**src/rtl/mmio_uart_tx_ctrl.sv**
```systemverilog
// MMIO write-port controller: decodes UART/LED stores, queues UART bytes in a
// small FIFO and drives an 8N1 transmitter with a software-programmed divider.
module mmio_uart_tx_ctrl #(
    parameter int          FIFO_DEPTH    = 4,
    parameter logic [31:0] DEFAULT_CKDIV = 32'd434,
    parameter logic [31:0] MIN_CKDIV     = 32'd4
) (
    input  logic                          clk,
    input  logic                          rst_n,
    input  logic                          wr_en,
    input  logic [8:0]                    wr_addr,
    input  logic [63:0]                   wr_data,
    input  logic [7:0]                    wr_mask,
    input  logic                          ovf_clr,
    output logic                          uart_txd,
    output logic [7:0]                    leds,
    output logic                          tx_busy,
    output logic                          fifo_full,
    output logic [$clog2(FIFO_DEPTH):0]   fifo_count,
    output logic                          overflow
);

    localparam int AW = $clog2(FIFO_DEPTH);
    localparam int CW = AW + 1;

    localparam logic [1:0] S_IDLE  = 2'd0;
    localparam logic [1:0] S_START = 2'd1;
    localparam logic [1:0] S_DATA  = 2'd2;
    localparam logic [1:0] S_STOP  = 2'd3;

    // Registers
    logic [31:0]   ckdiv_q, ckdiv_d;
    logic [7:0]    leds_q, leds_d;
    logic          ovf_q, ovf_d;
    logic [AW-1:0] wptr_q, wptr_d, rptr_q, rptr_d;
    logic [CW-1:0] count_q, count_d;
    logic          full_q, full_d;
    logic [7:0]    mem_q [FIFO_DEPTH];

    logic [1:0]    state_q, state_d;
    logic [31:0]   cnt_q, cnt_d;
    logic [31:0]   t_q, t_d;
    logic [2:0]    bit_q, bit_d;
    logic [7:0]    sh_q, sh_d;
    logic          txd_q, txd_d;

    // Only bytes 0..4 of the data word carry meaning for this block
    logic unused_wr_data;
    assign unused_wr_data = ^wr_data[63:40];

    // Store decode; partial lane masks on either half are ignored
    logic wr0, ck_we, push_req, push_ok, drop, led_we, pop;
    assign wr0      = wr_en && (wr_addr == 9'h000);
    assign ck_we    = wr0 && (wr_mask[3:0] == 4'hF);
    assign push_req = wr0 && (wr_mask[7:4] == 4'hF);
    assign led_we   = wr_en && (wr_addr == 9'h001) && wr_mask[0];
    // Full means drop, even if the transmitter pops on the same edge
    assign push_ok  = push_req && !full_q;
    assign drop     = push_req && full_q;

    // Bit time for a frame starting now, floored to keep the counter sane
    logic [31:0] t_new;
    assign t_new = (ckdiv_q < MIN_CKDIV) ? MIN_CKDIV : ckdiv_q;

    logic bit_end, have_byte;
    assign bit_end   = (cnt_q == t_q - 32'd1);
    assign have_byte = (count_q != '0);

    // Config registers, overflow flag and FIFO bookkeeping
    always_comb begin
        ckdiv_d = ck_we  ? wr_data[31:0] : ckdiv_q;
        leds_d  = led_we ? wr_data[7:0]  : leds_q;
        // A fresh drop beats a simultaneous clear
        ovf_d   = drop ? 1'b1 : (ovf_clr ? 1'b0 : ovf_q);
        wptr_d  = push_ok ? wptr_q + AW'(1) : wptr_q;
        rptr_d  = pop     ? rptr_q + AW'(1) : rptr_q;
        case ({push_ok, pop})
            2'b10:   count_d = count_q + CW'(1);
            2'b01:   count_d = count_q - CW'(1);
            default: count_d = count_q;
        endcase
        full_d = (count_d == CW'(FIFO_DEPTH));
    end

    // Transmit sequencer: IDLE -> START -> DATA x8 -> STOP, chaining frames
    always_comb begin
        state_d = state_q;
        cnt_d   = cnt_q;
        t_d     = t_q;
        bit_d   = bit_q;
        sh_d    = sh_q;
        txd_d   = txd_q;
        pop     = 1'b0;
        case (state_q)
            S_IDLE: begin
                txd_d = 1'b1;
                if (have_byte) pop = 1'b1;
            end
            S_START: begin
                if (bit_end) begin
                    cnt_d   = '0;
                    bit_d   = '0;
                    txd_d   = sh_q[0];
                    sh_d    = sh_q >> 1;
                    state_d = S_DATA;
                end else begin
                    cnt_d = cnt_q + 32'd1;
                end
            end
            S_DATA: begin
                if (bit_end) begin
                    cnt_d = '0;
                    if (bit_q == 3'd7) begin
                        txd_d   = 1'b1;
                        state_d = S_STOP;
                    end else begin
                        bit_d = bit_q + 3'd1;
                        txd_d = sh_q[0];
                        sh_d  = sh_q >> 1;
                    end
                end else begin
                    cnt_d = cnt_q + 32'd1;
                end
            end
            S_STOP: begin
                if (bit_end) begin
                    cnt_d = '0;
                    if (have_byte) begin
                        pop = 1'b1;
                    end else begin
                        txd_d   = 1'b1;
                        state_d = S_IDLE;
                    end
                end else begin
                    cnt_d = cnt_q + 32'd1;
                end
            end
            default: begin
                txd_d   = 1'b1;
                state_d = S_IDLE;
            end
        endcase
        // Popping always starts a new frame with the line driven low
        if (pop) begin
            sh_d    = mem_q[rptr_q];
            t_d     = t_new;
            cnt_d   = '0;
            txd_d   = 1'b0;
            state_d = S_START;
        end
    end

    // State update; reset abandons any frame and idles the line at once
    always_ff @(posedge clk or negedge rst_n) begin
        if (!rst_n) begin
            ckdiv_q <= DEFAULT_CKDIV;
            leds_q  <= '0;
            ovf_q   <= 1'b0;
            wptr_q  <= '0;
            rptr_q  <= '0;
            count_q <= '0;
            full_q  <= 1'b0;
            state_q <= S_IDLE;
            cnt_q   <= '0;
            t_q     <= MIN_CKDIV;
            bit_q   <= '0;
            sh_q    <= '0;
            txd_q   <= 1'b1;
        end else begin
            ckdiv_q <= ckdiv_d;
            leds_q  <= leds_d;
            ovf_q   <= ovf_d;
            wptr_q  <= wptr_d;
            rptr_q  <= rptr_d;
            count_q <= count_d;
            full_q  <= full_d;
            state_q <= state_d;
            cnt_q   <= cnt_d;
            t_q     <= t_d;
            bit_q   <= bit_d;
            sh_q    <= sh_d;
            txd_q   <= txd_d;
        end
    end

    // FIFO storage; contents are don't-care until written, so no reset
    always_ff @(posedge clk) begin
        if (push_ok) mem_q[wptr_q] <= wr_data[39:32];
    end

    assign uart_txd   = txd_q;
    assign leds       = leds_q;
    assign tx_busy    = (state_q != S_IDLE);
    assign fifo_full  = full_q;
    assign fifo_count = count_q;
    assign overflow   = ovf_q;

endmodule

```
**config.mk**
```make
export PLATFORM = sky130hd
export DESIGN_NAME = mmio_uart_tx_ctrl
export DESIGN_NICKNAME = d
export VERILOG_FILES = /design/src/rtl/mmio_uart_tx_ctrl.sv
export SDC_FILE = /design/constraint.sdc
export NUM_CORES = 1
export LEC_CHECK = 0
export CORE_MARGIN = 2
export CORE_UTILIZATION = 50
export CTS_BUF_LIST = sky130_fd_sc_hd__clkbuf_4
export CTS_CLUSTER_DIAMETER = 60
export CTS_CLUSTER_SIZE = 16
export DETAILED_ROUTE_END_ITERATION = 10
export PLACE_DENSITY_LB_ADDON = 0.3
export SLEW_MARGIN = 25
export SYNTH_ARGS = -nofsm -noshare
export SYNTH_HDL_FRONTEND = slang
export SYNTH_SLANG_ARGS = --single-unit
```
**constraint.sdc**
```tcl
create_clock -name clk -period 5.25 [get_ports clk]
set_clock_uncertainty 0.1 [all_clocks]
set_input_delay 1.05 -clock clk [delete_from_list [all_inputs] [get_ports clk]]
set_output_delay 1.05 -clock clk [all_outputs]
set_load 0.02 [all_outputs]
```
==> qor.yml, run 1 <==
crit_arrival_ns: 5.28
cts_tree: "yes"
nNetsFinal: 929
synthMostInstantiatedCell: "dfrtp_1"
rows: 47
cp_num_buf_inv: 2
rsz0062_at_grt: "false"
design_power_total_w: 0.00322
grt_util_all_layers: 0.219
place_congestion: 0.861
r2r-end: "fifo_full$_DFF_PN0_"
r2r_cells: 16
grt_pass1_vias: 6408
final_cells: 1063
clk_pin_slew_ns: 0.15
period_share: 0.929
power_leakage_nw: 4.03
postSynthAreaPerCell_um2: 11.3
cts_buffer_depth: 2
drc: 0
final_hold_viol_count: 0
core-area_mm2: 0.0166
ys_warn_count: 0
r2r_slack_ns: 0.37
cp_top_family: "simple AND/OR/NAND/NOR gates"
synthDistinctLibCells: 72
status: "complete, no violations"
netlist_top_cells_area: "dfrtp_1, edfxtp_1, mux2_2"
syn_nets: 853
htree_levels: 4
place_area_mm2: 0.00947
worstSetupPathType: "register to register"
drt-total-wl_mm: 18.6
r2r-start: "t_q[1]$_DFFE_PN0N_"
vias: 6244
slew_headroom: 0.458
hold_class: "primary input to async pin"
grt_pass1_wl_mm: 31.5
place_inst: 1027
fin_crit_ns: 4.88
vdd_drop_max_mv: 0.290
final_area_mm2: 0.00975
maxCapViolCount: 0
drt.antenna.violating_nets: 0
grt_max_degree: 90
antenna_found_initial: 2
drt-pass1-iter-count: 5
setup_violations: 0
post_drt_wl_per_cell_um: 17.5
p_per_area_mw_per_mm2: 330
finalSetupTns_ns: 0
crit_slowest_cell: "or4b_1"
insertion_delay_ns: 0.57
portBuffers: 75
final_core_util: 0.586
ys_async_sr_fraction: 0.799
path_cells: "nor4_4 -> nand4_2 -> or4b_1 -> or4_1 -> and3_1 -> or3_1 -> o31ai_4 -> nand2_2 -> clkinv_2 -> ha_1 -> inv_1 -> fa_1 -> xor2_1 -> nor2_1 -> xor2_1 -> nor3b_1"
synth-edff-count: 32
cts.repair.resized: 0
cts.sinks: 159
fmax_mhz: 205
drive_gt1_frac: 0.201
synthToLayoutAreaGrowth_pct: 14.3
die_area_mm2: 0.0181
root_buffer: "clkbuf_4"
grt-ovfl-total: 0
die_w_um: 135
slew_violations: 0
via_per_inst: 5.87
ys.flop_type: "dfrtp_1"
synth_top_area_share: 0.352
synth_seq_cells: 159
drt_iter0_drc: 470
netlist_top_cells_count: "dfrtp_1, mux2_2, o21ai_0"
initial_utilization: 0.513
io-pin-count: 100
max_stage_delay_ns: 0.61
cts_buffers: 17
synth_largest_area_cell: "dfrtp_1"
synth_area_mm2: 0.00853
die_y_um: 135
cp_common_cell: "xor2_1"
cp_max_fo: 6
postSynthCellCount: 752
hpwl_mm: 13.7
yosysSeqAreaShare: 0.486
cp_data_required_time_ns: 5.65
start_kind: "register"
worst_pin_slew_ns: 0.810
end_kind: "register"
[state kept, by name, indices dropped and copies added (netlist names)]
| signal | flops |
|---|---|
| cnt_q | 32 |
| bit_q | 3 |
| fifo_count | 3 |
| overflow | 1 |
| ckdiv_q | 32 |
| wptr_q | 2 |
| t_q | 32 |
| fifo_full | 1 |
| rptr_q | 2 |
| sh_q | 8 |
| leds | 8 |
| uart_txd | 1 |
| state_q | 2 |
| mem_q | 32 |
[cells in the final DEF, fill, tap and decap left out, types with 14 or more instances in the layout]
cell / n
dfrtp_1: 120
clkdlybuf4s50_1: 74
mux2_2: 65
o21ai_0: 48
nand2_1: 39
inv_1: 38
nor2_1: 38
nor3_1: 32
edfxtp_1: 32
xnor2_1: 30
nor4_1: 22
mux2_4: 20
nand3_1: 18
clkbuf_4: 18
nand4_1: 17
ha_1: 15
buf_4: 15
or3_1: 14
[kinds of logic after synthesis]
kind of cell	after synthesis	synth area share
AOI/OAI and AO/OA	116	0.0918
xor gates and xnor gates	41	0.0421
adders and majority gates	16	0.0243
buffers and inverters	71	0.0395
DFF	159	0.486
muxes	101	0.152
and+or+nand+nor	248	0.165
[worst register-to-register path: stages, from the launching register on]
cell and delay, ns:
dfrtp_1 0.46, nor4_4 0.44, nand4_2 0.25, or4b_1 0.61, or4_1 0.52, and3_1 0.17, or3_1 0.54, o31ai_4 0.27
nand2_2 0.10, clkinv_2 0.09, ha_1 0.19, inv_1 0.07, fa_1 0.37, xor2_1 0.16, nor2_1 0.12, xor2_1 0.18
nor3b_1 0.18
[worst max path at each step]
stage                       start                  end  slack (ns)  depth (start not counted)
2_1_floorplan  t_q[7]$_DFFE_PN0N_  fifo_full$_DFF_PN0_        0.59                         19
3_3_place_gp   t_q[0]$_DFFE_PN0N_  fifo_full$_DFF_PN0_        0.37                         16
3_5_place_dp   t_q[0]$_DFFE_PN0N_  fifo_full$_DFF_PN0_        0.25                         16
4_1_cts        t_q[0]$_DFFE_PN0N_  fifo_full$_DFF_PN0_        0.21                         16
5_1_grt        t_q[1]$_DFFE_PN0N_  fifo_full$_DFF_PN0_        0.12                         16
6_report       t_q[1]$_DFFE_PN0N_  fifo_full$_DFF_PN0_        0.37                         16
[repair_timing]
action	4_1_cts	5_1_grt
setup buffers	0	2
hold buffers	0	0
setup endpoints to repair	0	1
[final cells by class]
| class | count | area [µm²] |
|---|---|---|
| diodes | 2 | 5.00 |
| flip-flops and latches | 159 | 4150 |
| well taps | 220 | 275 |
| fillers | 1320 | 6890 |
| clock inverters | 14 | 125 |
| clock buffers | 18 | 135 |
| multi-input cells | 522 | 4050 |
| repair buffers | 90 | 865 |
| inverters | 38 | 144 |
[report_power, final]
group / switching (W) / internal (W) / total (W)
clock network: 0.000473 / 0.000213 / 0.000686
registers: 0.000144 / 0.00135 / 0.00150
logic: 0.000565 / 0.000473 / 0.00104
[per-stage QoR]
step	worst slack [ns]	hold slack (ns)
5_1_grt	0.119	0.425
4_1_cts	0.208	0.420
2_1_floorplan	0.585	0.357
3_3_place_gp	0.369	0.373
3_5_place_dp	0.250	0.395
6_report	0.372	0.417
[metal layers]
metal	part of all wire	wire (µm)	track usage
met5	0	0	0
met4	0.014	266	0.0719
met2	0.47	8730	0.339
met3	0.051	944	0.0439
met1	0.47	8680	0.312
No activity file was read; power rests on OpenSTA's default activity.
==> inputs of run 2 (changes only) <==
PLACE_DENSITY = 0.73   (was unset)
PLACE_DENSITY_LB_ADDON = unset   (was 0.3)
==> qor.yml, run 2 (same netlist as run 1, synthesis figures left out) <==
status: "complete, no violations"
final_hold_viol_count: 0  # unchanged
cp_max_fo: 7  # +1
io-pin-count: 100  # unchanged
path_cells: "nor4_4 -> nand4_2 -> or4b_1 -> or4_1 -> and3_1 -> or3_1 -> o31ai_4 -> nand2_2 -> clkinv_2 -> ha_1 -> inv_1 -> fa_1 -> xor2_1 -> nor2_1 -> xor2_1 -> nor3b_1"
r2r-end: "fifo_full$_DFF_PN0_"
portBuffers: 75  # unchanged
hold_class: "primary input to async pin"
cp_data_required_time_ns: 5.65  # about the same
worstSetupPathType: "register to register"
power_leakage_nw: 4.02  # -0.28%
cp_top_family: "simple AND/OR/NAND/NOR gates"
crit_arrival_ns: 5.24  # -0.04 ns
grt_pass1_vias: 6505  # +1.5%
r2r-start: "t_q[1]$_DFFE_PN0N_"
vdd_drop_max_mv: 0.253  # -13%
worst_pin_slew_ns: 0.822  # +0.0121 ns
final_cell_mix: "dfrtp_1, clkdlybuf4s50_1, mux2_2, o21ai_0, nand2_1"
start_kind: "register"
slew_violations: 0  # unchanged
drt-pass1-iter-count: 5  # unchanged
maxCapViolCount: 0  # unchanged
r2r_cells: 16  # unchanged
final_common_cell: "dfrtp_1"
fmax_mhz: 207  # +0.89%
hpwl_mm: 14.2  # +3.8%
postCtsHoldBufs: 0  # unchanged
drive_gt1_frac: 0.202  # +0.00143
via_per_inst: 5.95  # +1.2%
die_area_mm2: 0.0181  # unchanged
core-area_mm2: 0.0166  # unchanged
p_per_area_mw_per_mm2: 332  # +0.39%
cp_num_buf_inv: 2  # unchanged
end_kind: "register"
cts_buffer_depth: 2  # unchanged
place_congestion: 0.891  # +3.5%
grt_max_degree: 47  # -48%
design_power_total_w: 0.00323  # +0.28%
final_core_util: 0.585  # -0.000601
vias: 6302  # +0.93%
period_share: 0.921  # -0.00819
r2r_slack_ns: 0.41  # +0.04 ns
drt.antenna.violating_nets: 0  # unchanged
initial_utilization: 0.513  # unchanged
grt_pass1_wl_mm: 32.9  # +4.2%
cts_tree: "yes"
cp_common_cell: "xor2_1"
die_w_um: 135  # unchanged
drt-total-wl_mm: 19.2  # +3.0%
max_stage_delay_ns: 0.60  # about the same
root_buffer: "clkbuf_4"
cts.sinks: 159  # unchanged
nNetsFinal: 928  # -0.11%
cts_buffers: 17  # unchanged
grt_util_all_layers: 0.229  # +0.0101
setup_violations: 0  # unchanged
slew_headroom: 0.450  # -0.00809
rows: 47  # unchanged
grt-ovfl-total: 0  # unchanged
clk_pin_slew_ns: 0.15  # about the same
htree_levels: 4  # unchanged
synthToLayoutAreaGrowth_pct: 14.2
insertion_delay_ns: 0.58  # about the same
diodes: 0  # -2
rsz0062_at_grt: "false"
post_drt_wl_per_cell_um: 18.1  # +3.3%
finalSetupTns_ns: 0  # unchanged
drc: 0  # unchanged
die_y_um: 135  # unchanged
fin_crit_ns: 4.84  # -0.0430 ns
antenna_found_initial: 0  # -2
crit_slowest_cell: "or4b_1"
drt_iter0_drc: 476  # +1.3%
-- run 2: how the worst max path moves through the flow --
stage                         from             endpoint  slack, ns  depth (start not counted)
6_report        t_q[1]$_DFFE_PN0N_  fifo_full$_DFF_PN0_       0.41                         16
5_1_grt         t_q[1]$_DFFE_PN0N_  fifo_full$_DFF_PN0_       0.03                         16
4_1_cts         t_q[0]$_DFFE_PN0N_  fifo_full$_DFF_PN0_       0.34                         16
3_5_place_dp    t_q[0]$_DFFE_PN0N_  fifo_full$_DFF_PN0_       0.37                         16
3_3_place_gp   t_q[11]$_DFFE_PN0N_  fifo_full$_DFF_PN0_       0.50                         16
2_1_floorplan   t_q[7]$_DFFE_PN0N_  fifo_full$_DFF_PN0_       0.59                         19
-- run 2: power breakdown --
part           total (W)  internal [W]  switching, W
clock           0.000701      0.000213      0.000489
combinational    0.00103      0.000470      0.000558
sequential       0.00150       0.00135      0.000147
total            0.00323       0.00204       0.00119
-- run 2: timing repair --
item	in CTS	in global routing
setup buffers	0	0
endpoints found under the hold margin	0	0
setup endpoints to repair	0	1
resized for setup	0	1
-- run 2: layout make-up --
class                   count  area (µm²)
fillers                  1344        6900
flip-flops and latches    159        4150
multi-input cells         522        4060
repair buffers             89         853
well taps                 220         275
inverters                  38         144
clock buffers              18         135
clock inverters            14         126
-- run 2: per-stage QoR --
step	setup WS, ns	hold slack [ns]	cells	area (µm²)
finish	0.415	0.306	1060	9740
global route	0.0348	0.292	1060	9740
CTS	0.336	0.283	1060	9730
detailed placement	0.374	0.394	1028	9470
global placement	0.496	0.374	1028	9470
floorplan	0.585	0.357	752	8530
-- run 2: per-layer routing --
| metal | global-route usage | routed length [µm] | vias up |
|---|---|---|---|
| met5 | 0 | 0 | - |
| met4 | 0.0690 | 318 | 0 |
| met3 | 0.0529 | 1220 | 34 |
| met2 | 0.366 | 9030 | 209 |
| met1 | 0.314 | 8630 | 3126 |
| li1 | - | - | 2933 |
==> inputs of run 3 (changes only) <==
CAP_MARGIN = 15   (was unset)
GPL_ROUTABILITY_DRIVEN = 0   (was unset)
==> qor.yml, run 3 (same netlist as run 1, synthesis figures left out) <==
die_area_mm2: 0.0181  # unchanged
rows: 47  # unchanged
start_kind: "register"
clk_pin_slew_ns: 0.15  # about the same
status: "complete, no violations"
cts_setup_buffers: 0  # unchanged
finalSetupTns_ns: 0  # unchanged
synthToLayoutAreaGrowth_pct: 14.3
seq_area_mm2: 0.00415  # unchanged
hpwl_mm: 13.5  # -4.6%
root_buffer: "clkbuf_4"
cts.repair.resized: 0  # unchanged
core-area_mm2: 0.0166  # unchanged
r2r_slack_ns: 0.29  # -0.12 ns
r2r-end: "fifo_full$_DFF_PN0_"
r2r_cells: 16  # unchanged
crit_slowest_cell: "or4b_1"
crit_end: "fifo_full$_DFF_PN0_"
grt-ovfl-total: 0  # unchanged
design_power_total_w: 0.00326  # +0.90%
slew_headroom: 0.439  # -0.0110
final_common_cell: "dfrtp_1"
slew_violations: 0  # unchanged
nNetsFinal: 928  # unchanged
post_drt_wl_per_cell_um: 17.3  # -4.6%
preCtsSetupSlack_ns: 0.283  # -0.0912 ns
hold_class: "primary input to async pin"
io-pin-count: 100  # unchanged
rsz0062_at_grt: "false"
cp_data_required_time_ns: 5.64  # about the same
n_fill_cell: 1323  # -1.6%
cts_buffer_depth: 2  # unchanged
cts_tree: "yes"
multi_input_area_mm2: 0.00405  # -0.12%
worstSetupPathType: "register to register"
final_cells: 1061  # +0.094%
grt_util_all_layers: 0.213  # -0.0168
via_per_inst: 5.85  # -1.6%
r2r-start: "t_q[0]$_DFFE_PN0N_"
drc: 0  # unchanged
vias: 6209  # -1.5%
antenna_found_initial: 1  # +1
fin_crit_ns: 4.96  # +0.123 ns
crit_arrival_ns: 5.35  # +0.11 ns
startpoint: "t_q[0]$_DFFE_PN0N_"
worst_pin_slew_ns: 0.839  # +0.0165 ns
setup_violations: 0  # unchanged
final_core_util: 0.586  # +0.000977
die_w_um: 135  # unchanged
insertion_delay_ns: 0.58  # about the same
htree_levels: 4  # unchanged
power_leakage_nw: 4.03  # +0.20%
drt-pass1-iter-count: 5  # unchanged
drt_iter0_drc: 493  # +3.6%
drive_gt1_frac: 0.201  # -0.00119
final_cell_mix: "dfrtp_1, clkdlybuf4s50_1, mux2_2, o21ai_0, nand2_1"
period_share: 0.944  # +0.0235
grt_pass1_wl_mm: 30.7  # -6.7%
final_hold_viol_count: 0  # unchanged
drt-total-wl_mm: 18.3  # -4.5%
postLayoutSetupSlackWorst_ns: 0.292  # -0.123 ns
cp_common_cell: "xor2_1"
drt.antenna.violating_nets: 0  # unchanged
grt_max_degree: 67  # +43%
cp_max_fo: 7  # unchanged
cts.sinks: 159  # unchanged
cts_buffers: 17  # unchanged
grt_pass1_vias: 6315  # -2.9%
p_per_area_mw_per_mm2: 334  # +0.74%
place_inst: 1028  # unchanged
path_cells: "nor4_4 -> nand4_2 -> or4b_1 -> or4_1 -> and3_1 -> or3_1 -> o31ai_4 -> nand2_2 -> clkinv_2 -> ha_1 -> inv_1 -> fa_1 -> xor2_1 -> nor2_1 -> xor2_1 -> nor3b_1"
max_stage_delay_ns: 0.61  # about the same
maxCapViolCount: 0  # unchanged
portBuffers: 75  # unchanged
postCtsHoldBufs: 0  # unchanged
die_y_um: 135  # unchanged
end_kind: "register"
vdd_drop_max_mv: 0.302  # +19%
fmax_mhz: 202  # -2.5%
initial_utilization: 0.513  # unchanged
## run 3: changes by cell type in the layout (fill, tap and decap cells not counted), sizes merged
cell	change
bufinv	+1
diode	+1
clkinv	-3
inv	+2
## run 3: critical path: cells and delay by family (launching register included)
kind            cells  cell delay [ns]
simple gates        9             3.02
flops               1             0.47
compound gates      1             0.27
xor+xnor            2             0.34
fa+ha+maj           2             0.55
buf+inv             2             0.14
## run 3: cell type report
class,count,area share
Sequential cell,159,0.425
Multi-Input combinational cell,522,0.415
Tap cell,220,0.0282
Timing Repair Buffer,89,0.0875
Clock buffer,18,0.0139
Inverter,38,0.0148
Antenna cell,1,0.000257
Clock inverter,14,0.0149
## run 3: metrics by stage
| step | hold WS [ns] | instance area (µm²) |
|---|---|---|
| floorplan | 0.357 | 8530 |
| global placement | 0.374 | 9470 |
| detailed placement | 0.395 | 9470 |
| CTS | 0.411 | 9750 |
| global route | 0.442 | 9750 |
| finish | 0.414 | 9750 |
## run 3: worst min-delay path by stage
stage                                          to  slack (ns)                   start  depth (start not counted)
after CTS                     leds[7]$_DFFE_PN0P_        0.41                   rst_n                          1
final                         leds[5]$_DFFE_PN0P_        0.41                   rst_n                          1
after floorplan              bit_q[0]$_DFFE_PN0P_        0.36    bit_q[0]$_DFFE_PN0P_                          1
after detailed placement   ckdiv_q[0]$_DFFE_PN0P_        0.39  ckdiv_q[0]$_DFFE_PN0P_                          1
after global routing      ckdiv_q[11]$_DFFE_PN0P_        0.44                   rst_n                          1
after global placement       bit_q[0]$_DFFE_PN0P_        0.37    bit_q[0]$_DFFE_PN0P_                          1
## run 3: power by group
part / switching [W] / leakage, nW / internal (W) / total, W
clock network: 0.000469 / 0.155 / 0.000260 / 0.000729
logic: 0.000560 / 1.88 / 0.000470 / 0.00103
registers: 0.000147 / 1.99 / 0.00135 / 0.00150
total: 0.00118 / 4.03 / 0.00208 / 0.00326
## run 3: per-layer routing
layer,track usage,wire length [µm]
met1,0.289,8270
met2,0.337,8690
met3,0.0469,1050
met4,0.0784,329
met5,0,0
==> RTL change, RTL diff (flow settings as in run 1) <==
Change the parameter `FIFO_DEPTH` from 4 to 8.
--- a/src/rtl/mmio_uart_tx_ctrl.sv
+++ b/src/rtl/mmio_uart_tx_ctrl.sv
@@ -3,3 +3,3 @@
 module mmio_uart_tx_ctrl #(
-    parameter int          FIFO_DEPTH    = 4,
+    parameter int          FIFO_DEPTH    = 8,
     parameter logic [31:0] DEFAULT_CKDIV = 32'd434,
Interface: changed (resized fifo_count); port bits go from 100 to 101. No check against the original RTL was run, so the function may have changed too.
==> RTL change against run 1 <==
  * Sequential cell count up 35
  * Final area rose by 13%
  * Critical path type unchanged
  * Synthesized area grew 13%
  * Worst setup slack got worse by 44 ps
  * First-iteration DRC count rose by 12%
  * Count of clock-buffer cells in the layout is 1 lower
  * Non-clock buffer count up 4
  * Total power increased by 24%
  * Critical endpoint unchanged
  * Routed wire length up 4.7%
==> RTL change: results (changes against run 1) <==
hold_ws=388.3 ps (-28.21 ps); worst skew pair latency=600 ps (+30 ps); Via density=5.865 (-0.15%); max_slew headroom=0.4114 (-0.04642); Post-CTS Setup Repair Bufs=0 (unchanged); Crit path arrival time=5320 ps (+40 ps); largest net degree at the start of global routing=96 (+6.7%); EDFF count, synth=64 (+100%); clock transition at the registers of the reported paths=180 ps (+30 ps); FFs w/ async S/R, synth=0.6701 (-0.1286); Overall Global Routing Usage=0.2039 (-0.01542); Layout fillers=1559 (+18%); Netlist cell types=63 (-13%); Cells after DPL=1101 (+7.2%); R2R setup slack=330 ps (-40 ps); vias in the first global route=6433 (+0.39%); ratio of cells with drive above 1 in the final layout=0.1791 (-0.02186); Syn Area/Cell=11.83 µm² (+4.3%); Final nets=986 (+6.1%); status=finished clean; leak pwr=4.598 nW (+14%); first-pass GRT wire length=32820 µm (+4.0%); initial antenna violation count=1 (-1); DRT iter0 DRCs=527 (+12%); GPL Wtd Cong=0.9175 (+6.6%); total vias in the final route=6651 (+6.5%); sequential-to-total area share from yosys stat=0.5388 (+0.05261); Port Buffers=76 (+1.3%); worst r2r src=t_q[0]; largest cells by area after synthesis=dfrtp_1 (32%), edfxtp_1 (20%), mux2_2 (8.0%); layout overhead on the synthesized area=14.37% (about the same); Hold Crit Class=reg2reg; VDD IR max=0.0002270 V (-22%)
==> RTL change: per-stage QoR <==
stage / worst slack [ps] / area (µm²)
after CTS: 289.7 / 11000
after floorplan: 374.4 / 9620
after global routing: 10.39 / 11000
after global placement: 452.4 / 10660
after detailed placement: 357.2 / 10660
final: 328.0 / 11000
==> RTL change: worst max path at each step <==
stage	to	slack [ps]	cells past startpoint	startpoint
finish	fifo_full	330	18	t_q[0]
global route	fifo_full	10	18	t_q[0]
floorplan	fifo_full	370	21	t_q[0]
global placement	fifo_full	450	18	t_q[0]
detailed placement	fifo_full	360	18	t_q[0]
CTS	fifo_full	290	18	t_q[0]
==> RTL change: where the power goes <==
part           total, mW  switching [mW]  internal, mW
Clock              0.867           0.621         0.246
Sequential          1.79           0.131          1.66
Combinational       1.34           0.724         0.621
==> RTL change: layout make-up <==
type | instances | share of cell area
flip-flops and latches | 194 | 0.4711
multi-input cells | 561 | 0.3837
repair buffers | 94 | 0.08153
well taps | 234 | 0.02661
clock inverters | 15 | 0.01910
clock buffers | 17 | 0.01160
inverters | 18 | 0.006141
diodes | 1 | 0.0002274
==> RTL change: cell families (layout without fill, tap and decap cells) <==
family | after synthesis | count (layout) | synth area share
multiplexers | 99 | 99 | 0.1347
XOR/XNOR | 50 | 50 | 0.04552
AND/OR/NAND/NOR | 265 | 265 | 0.1541
buffers and inverters | 58 | 144 | 0.02588
AO/OA/AOI/OAI | 132 | 132 | 0.08142
adder cells (fa/ha/maj) | 15 | 15 | 0.01951
other | 0 | 1 | 0
flip-flops | 194 | 194 | 0.5388
==> RTL change: per-layer routing <==
metal / global-route usage / vias up / wire, µm
li1: - / 3182 / -
met5: 0 / - / 0
met4: 0.05367 / 0 / 162
met3: 0.04091 / 14 / 934
met1: 0.3089 / 3294 / 9625
met2: 0.3019 / 161 / 8776
